$ cat src/rtl/lfsr_chk_pkg.sv
// lfsr_chk_pkg: state type, byte width and LFSR prediction shared by lfsr_checker
package lfsr_chk_pkg;
  localparam int LFSR_W = 8;
  typedef enum logic [1:0] {SEARCH = 2'd0, SYNC = 2'd1, LOCKED = 2'd2} state_t;
  function automatic logic [LFSR_W-1:0] lfsr_next(input logic [LFSR_W-1:0] x, input logic [2:0] t1, input logic [2:0] t2);
    return {x[0] ^ x[t1] ^ x[t2], x[LFSR_W-1:1]};
  endfunction
endpackage

$ cat src/rtl/lfsr_chk_popcnt.sv
// lfsr_chk_popcnt: combinational population count of one LFSR byte
module lfsr_chk_popcnt
  import lfsr_chk_pkg::*;
(
  input  logic [LFSR_W-1:0] x,
  output logic [3:0]        cnt
);
  always_comb begin
    cnt = '0;
    for (int i = 0; i < LFSR_W; i++) cnt = cnt + {3'd0, x[i]};
  end
endmodule

$ cat config.mk
export PLATFORM = sky130hd
export DESIGN_NAME = lfsr_chk_popcnt
export DESIGN_NICKNAME = d
export VERILOG_FILES = /design/src/rtl/lfsr_chk_pkg.sv /design/src/rtl/lfsr_chk_popcnt.sv
export SDC_FILE = /design/constraint.sdc
export NUM_CORES = 1
export LEC_CHECK = 0
export CAP_MARGIN = 40
export CORE_AREA = 8 8 45 47
export DETAILED_ROUTE_END_ITERATION = 8
export DIE_AREA = 0 0 53 55
export GPL_TIMING_DRIVEN = 0
export PLACE_DENSITY_LB_ADDON = 0.15
export SYNTH_ARGS = -nofsm -noshare
export SYNTH_HDL_FRONTEND = slang
export SYNTH_SLANG_ARGS = --single-unit
export TNS_END_PERCENT = 100
$ cat constraint.sdc
create_clock -name vclk -period 7.9
set_clock_uncertainty 0.2 [all_clocks]
set_input_delay 1.975 -clock vclk [all_inputs]
set_output_delay 1.975 -clock vclk [all_outputs]
set_load 0.05 [all_outputs]
=== Word-level counts from Yosys, hierarchy flattened ===
Cells that the tools add are included.

* Bits in registers: 0
* Logic and storage cells: 7

* $add $sub $neg: 7

{| class="wikitable"
|+ Operator list
! cell !! count
|-
| 4-bit by 1-bit adder with 4-bit output || 4
|-
| 3-bit by 1-bit adder with 4-bit output || 1
|-
| 2-bit by 1-bit adder with 3-bit output || 1
|-
| 1-bit by 1-bit adder with 2-bit output || 1
|}

=== Depth between registers and ports, before layout ===
Gate-level depths: netlist of the first run.

* Depth in word-level cells: 7
* Mapped depth: 9
* Mapped depth without buffers: 9

=== Least setup slack after synthesis of the first run ===
Ideal clock, no wire load.

* Path type: input-to-output
* Start: input x[0]
* End: output cnt[2]
* Cell stages on the path: 9
* Data arrival time: 4.848 ns
* Slack: 0.877 ns
* Buffers on the path: 0
* Cell sequence: inv_1 > fa_1 > fa_1 > fa_1 > inv_1 > ha_1 > inv_1 > fa_1 > xnor2_1

* Longest elaborated chain between the ends: 7

{| class="wikitable"
|+ RTL lines
! item !! RTL line !! source
|-
| start: declaration || lfsr_chk_popcnt.sv:5 || <nowiki>input logic [LFSR_W-1:0] x,</nowiki>
|-
| 1-bit by 1-bit adder with 2-bit output || lfsr_chk_popcnt.sv:10 || <nowiki>for (int i = 0; i < LFSR_W; i++) cnt = cnt + {3'd0, x[i]};</nowiki>
|-
| 2-bit by 1-bit adder with 3-bit output || lfsr_chk_popcnt.sv:10 ||
|-
| 3-bit by 1-bit adder with 4-bit output || lfsr_chk_popcnt.sv:10 ||
|-
| 4-bit by 1-bit adder with 4-bit output (4 in series) || lfsr_chk_popcnt.sv:10 ||
|-
| end: declaration || lfsr_chk_popcnt.sv:6 || <nowiki>output logic [3:0] cnt</nowiki>
|}

Every way passes these cells.

=== Worst setup path in the final report of the first run ===
* Start: input x[0]
* End: output cnt[1]

The elaborated chain is that of the path after synthesis.

==> impl_summary.log, run 1 <==
[metrics] count of sequential standard cells: 0
[metrics] most frequent cells after synthesis: 14 x sky130_fd_sc_hd__inv_1, 4 x sky130_fd_sc_hd__fa_1, 3 x sky130_fd_sc_hd__ha_1
[metrics] Hold Slack: 4.97 ns
[metrics] max-capacitance violation count: 0
[metrics] worst path cell trace: clkdlybuf4s50_1 -> inv_1 -> fa_1 -> fa_1 -> fa_1 -> inv_1 -> ha_1 -> inv_1 -> fa_1 -> inv_1 -> clkdlybuf4s50_1
[metrics] Sw Share: a little over three fifths
[metrics] critical path capture point type: output pin
[metrics] arrival time worst endpoint: 5.51 ns
[metrics] number of antenna violations at the first check in global routing: 0
[metrics] Multi-input gate area: 138 µm²
[metrics] leakage power summed over all cells: 0.000186 µW
[metrics] average via count per standard cell: 3.23
[metrics] cell area after placement: 330 µm²
[metrics] detailed placement HPWL: 410 µm
[metrics] first-pass iteration count of the detailed router: 1
[metrics] Critical Path Slowest Stage Cell: sky130_fd_sc_hd__clkdlybuf4s50_1
[metrics] Die Footprint: 2920 µm²
[metrics] worst voltage drop across the vdd grid: 0.0785 mV
[metrics] wire length of the first global-routing pass: slightly above 700 µm
[metrics] startpoint class of the critical path: input port
[metrics] Fmax achieved: 130 MHz
[metrics] Final min period: 7.68 ns
[metrics] leading cell type by number of instances after synthesis: sky130_fd_sc_hd__inv_1
[metrics] synthesis warning total: 0
[metrics] switching power summed over all nets: 43.0 µW
[metrics] type of the tightest min-delay check: input port to output pin
[metrics] run status: completed
[metrics] gate count of the mapped netlist: 24
[metrics] slew at the pin closest to its max-slew limit: 0.507 ns
[metrics] vertical die dimension: 55 µm
[metrics] share of cells above drive strength 1: 0%
[metrics] Die Span X: 53 µm
[metrics] power per unit of standard cell area: 207 nW/µm²
[metrics] Detail Route Antenna Nets: 0
[metrics] Flop pwr share: 0%
[metrics] average wire length per cell after detail routing: ~8.3 µm
[metrics] Buffers on Ports: 12
[metrics] distinct cell type count of the synthesized netlist: 6
[metrics] count of vias placed by the detailed router: 168
[metrics] number of global-route vias before repair: 165
[metrics] overall routed net length: approximately 430 µm
[metrics] part of the Yosys area used for sequential elements: 0%
[metrics] final hold vios: 0
[metrics] crit path kind: input port to output pin
[metrics] cell accounting for the most synthesized area: sky130_fd_sc_hd__fa_1
[metrics] Design Area, Final: ~330 µm²
[metrics] gr ovfl total: 0
[metrics] RSZ-0062 raised after global routing: false
[metrics] TNS Setup: 0 ns
[metrics] CP peak stage delay: about 0.8 ns
[metrics] Ant. Diodes: 0
[metrics] total standard cell area after synthesis: between 150 and 200 µm²
[metrics] ranking of synthesized cells by area: sky130_fd_sc_hd__fa_1 42%, sky130_fd_sc_hd__inv_1 28%, sky130_fd_sc_hd__ha_1 20%
[metrics] proportion of netlist area held by the largest area contributor: 42.1%
[metrics] combinational fraction of design power: 100.0%
[metrics] final layout net count: 53
[metrics] share of the core filled with cells: between 20% and 30%
[metrics] Starting Density: 13.7%
[metrics] area of the placeable core: 1380 µm²
[metrics] required time of the critical path: around 5.7 ns
[metrics] headroom to the max-slew limit: about 66%
[metrics] final-report setup violation count: 0
[metrics] Top Family by Delay on Critical Path: adder cells
[metrics] GRT Resource Usage Total: 3.11%
[metrics] DR iter-0 viols: 0
[metrics] number of standard-cell rows in the floorplan: 14
[metrics] number of clock-tree buffers in the layout: 0
[metrics] Synth-to-Final Area Change: 75.0%
[metrics] Placer Congestion: around 0.7
[metrics] non-filler instance count after layout: 52
[metrics] final worst-path cycle share: approximately 97%
[metrics] CTS Hold Bufs: 0
[metrics] ports placed on the boundary: 12
[metrics] internal power summed over all cells: 25.7 µW
[metrics] synthesized area divided by synthesized cell count: 7.92 µm²
[metrics] number of nets produced by synthesis: 39
[metrics] Max FO, Critical Path: 2
[metrics] Buf+Inv Stages, Crit Path: 6
[metrics] Remaining DRCs: 0
[metrics] FF/Latch Area: 0 µm²
[metrics] dpl cells: 52
[metrics] largest net degree at the start of global routing: 3
[metrics] fill cell instance count of the final layout: between 150 and 200
[metrics] Clk network pwr share: 0%
[metrics] Slew Viols, Final: 0
## area by class of cell
type	count	area share, %
Multi-Input combinational cell	10	41.4
Tap cell	16	6.02
Inverter	14	15.8
Timing Repair Buffer	12	36.8
## routing by layer
layer | vias to the layer above | GRT usage (%) | part of all wire [%]
met5 | - | 0 | 0
met4 | 0 | 0 | 0
met3 | 0 | 0.802 | 9.0
met2 | 5 | 6.05 | 52
met1 | 77 | 3.50 | 38
li1 | 86 | - | -
## metrics by stage
stage	worst slack (ns)	power (µW)
after detailed placement	0.174	70.4
after CTS	0.165	70.9
after global placement	0.207	69.3
after global routing	0.0315	76.2
after floorplan	0.877	48.2
final	0.219	68.8
## cells by family (layout without fill, tap and decap cells)
logic type | count (synthesis) | count (layout) | share of synthesized area, %
buffers and inverters | 14 | 26 | 27.6
adder cells (fa/ha/maj) | 7 | 7 | 61.8
AO/OA/AOI/OAI | 1 | 1 | 2.63
XOR/XNOR | 1 | 1 | 4.61
AND/OR/NAND/NOR | 1 | 1 | 3.29
## path summary, 6_finish.rpt
kind	from	to	slack, ns	cells after the start
worst max-delay path	x[0]	cnt[1]	0.22	11
worst min-delay path	x[2]	cnt[2]	4.97	6
## layout by cell type (no fill, tap or decap)
cell / count
sky130_fd_sc_hd__inv_1: 14
sky130_fd_sc_hd__clkdlybuf4s50_1: 11
sky130_fd_sc_hd__fa_1: 4
sky130_fd_sc_hd__ha_1: 3
sky130_fd_sc_hd__xnor2_1: 1
sky130_fd_sc_hd__a21oi_1: 1
sky130_fd_sc_hd__nor2b_1: 1
sky130_fd_sc_hd__dlymetal6s2s_1: 1
## timing repair
action	4_1_cts	5_1_grt
gates resized for setup	0	1
setup endpoints to repair	0	1
buffers inserted	0	0
## tightest hold or removal path, stage by stage
cell and delay, ns:
sky130_fd_sc_hd__clkdlybuf4s50_1 0.40, sky130_fd_sc_hd__ha_1 0.22, sky130_fd_sc_hd__inv_1 0.07, sky130_fd_sc_hd__fa_1 0.17, sky130_fd_sc_hd__xnor2_1 0.06, sky130_fd_sc_hd__dlymetal6s2s_1 0.30
## power groups by stage
| stage | Sequential (µW) | Combinational (µW) | Clock (µW) |
|---|---|---|---|
| detailed placement | 0 | 70.4 | 0 |
| global placement | 0 | 69.3 | 0 |
| global route | 0 | 76.2 | 0 |
| finish | 0 | 68.8 | 0 |
| floorplan | 0 | 48.2 | 0 |
| CTS | 0 | 70.9 | 0 |
(Power assumes the default switching activity.)
==> inputs of run 2 (changes only) <==
--- a/config.mk
+++ b/config.mk
@@ -11,6 +11,7 @@
 export DIE_AREA = 0 0 53 55
 export GPL_TIMING_DRIVEN = 0
 export PLACE_DENSITY_LB_ADDON = 0.15
+export SLEW_MARGIN = 20
 export SYNTH_ARGS = -nofsm -noshare
 export SYNTH_HDL_FRONTEND = slang
 export SYNTH_SLANG_ARGS = --single-unit
==> results of run 2 <==
Final layout, timing and power as in run 1 (identical DEF).
